<file path="config.mk">
export PLATFORM = sky130hd
export DESIGN_NAME = data_deshuffler
export DESIGN_NICKNAME = d
export VERILOG_FILES = /design/src/rtl/data_deshuffler.sv
export SDC_FILE = /design/constraint.sdc
export NUM_CORES = 2
export LEC_CHECK = 0
export BUFFER_PORTS_ARGS = -buffer_cell sky130_fd_sc_hd__buf_2
export CAP_MARGIN = 20
export CORE_MARGIN = 5
export CORE_UTILIZATION = 51
export CTS_CLUSTER_DIAMETER = 200
export DETAILED_ROUTE_END_ITERATION = 10
export PLACE_DENSITY_LB_ADDON = 0.25
export SLEW_MARGIN = 20
export SYNTH_ARGS = -nofsm -noshare
export SYNTH_HDL_FRONTEND = slang
export SYNTH_SLANG_ARGS = --single-unit
</file>
<file path="constraint.sdc">
create_clock -name clk_i -period 17.5 [get_ports clk_i]
set_clock_uncertainty 0.05 [all_clocks]
set_input_delay 2.625 -clock clk_i [delete_from_list [all_inputs] [get_ports clk_i]]
set_output_delay 2.625 -clock clk_i [all_outputs]
set_load 0.01 [all_outputs]
</file>
<file path="src/rtl/data_deshuffler.sv">
// Tile-to-beat serializer: accepts SpatPar x SpatPar element tiles, optionally transposes, streams SpatPar beats.
// Optional saturating tile counter output enabled by defining DATA_DESHUFFLER_TILE_CNT_EN.
//
// state | meaning
// IDLE  | waiting for a tile; CSR writes accepted here only
// DRAIN | emitting buffer[beat_cnt]; last beat may chain straight into the next tile
module data_deshuffler #(
   parameter int SpatPar   = 8,
   parameter int DataWidth = 64,
   parameter int Elems     = DataWidth / SpatPar
) (
   input  logic                         clk_i,
   input  logic                         rst_i,
   input  logic [SpatPar*DataWidth-1:0] a_i,
   input  logic                         a_valid_i,
   output logic                         a_ready_o,
   output logic [DataWidth-1:0]         z_o,
   output logic                         z_valid_o,
   input  logic                         z_ready_i,
   input  logic [31:0]                  csr_en_transpose_i,
   input  logic                         csr_valid_i,
   output logic                         csr_ready_o
`ifdef DATA_DESHUFFLER_TILE_CNT_EN
   ,
   output logic [31:0]                  tile_cnt_o
`endif
);

   localparam int CntW = $clog2(SpatPar);
   localparam logic [CntW-1:0] LastBeat = CntW'(SpatPar - 1);

   typedef enum logic {IDLE, DRAIN} state_t;

   state_t               state;
   logic [CntW-1:0]      beat_cnt;
   logic [31:0]          transpose;
   logic [DataWidth-1:0] buffer [SpatPar];
   logic [DataWidth-1:0] tile   [SpatPar];
   logic                 z_fire;
   logic                 last_beat;
   logic                 load;

   // Beat k is row k, or column k when transposing (element (j,k) in slot j).
   always_comb begin
      for (int k = 0; k < SpatPar; k++) begin
         tile[k] = '0;
         for (int j = 0; j < SpatPar; j++) begin
            if (|transpose)
               tile[k][j*Elems +: Elems] = a_i[(j*SpatPar+k)*Elems +: Elems];
            else
               tile[k][j*Elems +: Elems] = a_i[(k*SpatPar+j)*Elems +: Elems];
         end
      end
   end

   assign z_valid_o   = (state == DRAIN);
   assign z_o         = z_valid_o ? buffer[beat_cnt] : '0;
   assign z_fire      = z_valid_o && z_ready_i;
   assign last_beat   = (beat_cnt == LastBeat);
   assign a_ready_o   = (state == IDLE) || (z_fire && last_beat);
   assign csr_ready_o = (state == IDLE);
   assign load        = a_valid_i && a_ready_o;

   always_ff @(posedge clk_i or posedge rst_i) begin
      if (rst_i) begin
         state     <= IDLE;
         beat_cnt  <= '0;
         transpose <= '0;
         for (int k = 0; k < SpatPar; k++)
            buffer[k] <= '0;
      end else begin
         // A tile accepted together with a CSR write still uses the old mode.
         if (csr_valid_i && csr_ready_o)
            transpose <= csr_en_transpose_i;
         if (load) begin
            buffer   <= tile;
            beat_cnt <= '0;
            state    <= DRAIN;
         end else if (z_fire) begin
            if (last_beat) begin
               beat_cnt <= '0;
               state    <= IDLE;
            end else begin
               beat_cnt <= beat_cnt + 1'b1;
            end
         end
      end
   end

`ifdef DATA_DESHUFFLER_TILE_CNT_EN
   always_ff @(posedge clk_i or posedge rst_i) begin
      if (rst_i)
         tile_cnt_o <= '0;
      else if (z_fire && last_beat && tile_cnt_o != 32'hFFFF_FFFF)
         tile_cnt_o <= tile_cnt_o + 32'd1;
   end
`endif

endmodule

</file>
==> qor.yml <==
rows: 92
drive_gt1_share_pct: 36.0
finalMaxSlewViolations: 0
post_cts_resized: 0
critical_path_class: "reg2out"
synth_fp_nets: 3837
yosys_warnings: 0
grt_max_degree: 241
path_cells: "buf_4 -> buf_4 -> mux4_2 -> nand2_1 -> a21oi_1 -> buf_2"
post-cts-setup-buffer-count: 0
hp-class: "reg2reg"
syn_to_final_growth_pct: 13.3
clock_latency_ns: 0.63
crit_buf_inv: 3
layout.nets: 4188
cp_max_fo: 50
ctsRootBufferMaster: "clkbuf_16"
die_w_um: 263
synth.top_cells.by_count: "nand2_1, dfrtp_1, nand4_1"
antenna_found_initial: 76
num-fill-cells: 5490
wl_per_cell_um: 27.5
place.gp.congestion: 0.942
drt_wl_total_um: 126000
postRouteAntennaNets: 0
multi_input_area_mm2: 0.0165
vdd_drop_max_uv: 107
track_usage_pct: 34.9
core_mm2: 0.0632
ys_types: 31
synth_flop_cell: "dfrtp_1"
ioPinCount: 616
fp.dieH_um: 263
cp_slowest_stage_delay_ns: 0.89
cts.sinks: 548
grt_pass1_wl_um: 184000
dp_hpwl_um: 89600
path_clk_slew_ns: 0.07
postSynthCellCount: 3286
setup_viol: 0
ctsHoldBuffers: 0
period_share_pct: 39.8
cpMaxStageDelayCell: "dfrtp_4"
place_area_mm2: 0.0348
synth_area_mm2: 0.0326
cts_inserted_buffers: 60
synth_most_common_cell: "nand2_1"
ys_seq_area_share_pct: 42.1
relSlewSlack_pct: 23.3
rsz0062_at_grt: "no"
synth.area.top_cells: "dfrtp_1, o211ai_2, nand2_1"
ys_seq_elements: 548
stdcell_area_mm2: 0.0369
die-area_mm2: 0.0691
max_cap_viol_count: 0
async_reset_ff_share_pct: 100
cp.required_ns: 14.83
cp_common_cell: "buf_4"
path_delay_family: "buffers and inverters"
power.density_mw_per_mm2: 168
max_freq_ghz: 0.144
yosysTopAreaCellShare_pct: 42.1
port_buffers: 615
startpoint_type: "flop"
drtIter0Drc: 3972
cts_tree: "done"
final.setup.tns_ns: 0
hold_viol: 0
synth_area_per_cell_um2: 9.92
outcome: "complete, no violations"
yosys.area.top_type: "dfrtp_1"
worstMarginPinSlew_ns: 1.15
register_area_mm2: 0.0137
grt_pass1_vias: 27400
clk_path_buf_depth: 3
htreeDepth: 2
period_minus_slack_ns: 6.96
firstDrtPassIters: 6
initial_core_util_pct: 51.6
synth_edf_count: 0
via_per_inst: 6.39
crit_arrival_ns: 4.29
drc: 0
via_count: 29300
critPathCaptureType: "output port"
grt_overflow: 0
power.leakage_nw: 16.8
==> metal layers <==
metal	vias to the layer above	GRT usage (%)	part of all wire, %
li1	12700	-	-
met1	14500	49.7	40
met2	1715	50.8	45
met3	282	9.32	11
met4	24	14.7	4.1
met5	-	0	0.13
==> flip-flops by register name, summed over array words and instances (netlist names) <==
signal and cells:
transpose 32, beat_cnt 3, buffer 512, z_valid_o 1
==> cells by family (layout without fill, tap and decap cells) <==
logic type               Yosys count  count (layout)  synth area share [%]
AO/OA/AOI/OAI                    516             516                  17.5
adder cells (fa/ha/maj)            2               2                0.0768
buffers and inverters            373             767                  7.32
flip-flops                       548             548                  42.1
multiplexers                     161             161                  9.98
other                              0              58                     0
AND/OR/NAND/NOR                 1686            1686                  23.0
==> worst paths after layout <==
kind	start	to	slack (ns)	cells after the start
max in group asynchronous	rst_i	buffer[196]	11.89	6
setup reg to reg	beat_cnt[0]	buffer[222]	12.15	10
hold / removal	buffer[392]	buffer[392]	0.42	2
min in group asynchronous	rst_i	beat_cnt[2]	2.16	3
hold reg to reg	buffer[392]	buffer[392]	0.42	2
setup / recovery	beat_cnt[0]	z_o[15]	10.54	6
==> report_power, final <==
group	switching [mW]	total [mW]	internal [mW]
clock network	0.560	1.33	0.773
registers	0.696	2.59	1.90
logic	1.17	2.29	1.12
total	2.43	6.22	3.79
==> placed cells by master, fill, tap and decap left out, types with 2 or more instances in the layout <==
cell / netlist / final
a21oi_1: 64 / 64
and4_4: 0 / 2
buf_12: 44 / 4
buf_2: 109 / 615
buf_4: 25 / 38
bufinv_16: 0 / 6
clkbuf_1: 180 / 12
clkbuf_16: 0 / 61
clkbuf_8: 0 / 12
clkinv_2: 0 / 11
clkinvlp_4: 0 / 3
dfrtp_1: 548 / 545
dfrtp_4: 0 / 2
diode_2: 0 / 58
ha_1: 2 / 2
inv_6: 0 / 2
mux2_1: 2 / 2
mux2_2: 30 / 30
mux4_2: 128 / 128
nand2_1: 1219 / 1219
nand4_1: 449 / 449
nor2_1: 2 / 2
nor2b_4: 0 / 2
nor4_1: 8 / 8
o211ai_1: 48 / 48
o211ai_2: 400 / 400
==> final cells by class <==
class	count	area share [%]
clock inverter	20	0.712
inverter	4	0.0542
tap	846	2.87
sequential	548	37.2
antenna	58	0.393
multi-input combinational	2365	44.8
timing repair buffer	658	9.36
clock buffer	85	4.70
==> stage by stage <==
stage | power [mW] | setup WS (ns) | utilization [%] | instances | hold slack (ns)
after CTS | 6.19 | 10.49 | 58.2 | 4526 | 0.422
after detailed placement | 4.84 | 10.66 | 55.0 | 4421 | 0.407
after global routing | 6.51 | 10.30 | 58.4 | 4573 | 0.440
after floorplan | 3.86 | 7.37 | - | 3286 | 0.390
after global placement | 4.81 | 10.74 | 55.0 | 4421 | 0.402
final | 6.22 | 10.54 | 58.4 | 4584 | 0.420
==> worst register-to-register path, stage by stage, from the launching register on <==
cell	delay, ns
dfrtp_4	0.89
ha_1	0.27
ha_1	0.21
a21boi_2	0.11
nor2b_4	0.11
buf_4	0.73
buf_4	0.91
buf_6	0.80
buf_4	0.80
nand4_1	0.25
o211ai_2	0.12
Note: power is estimated with default switching activity, not from simulation.
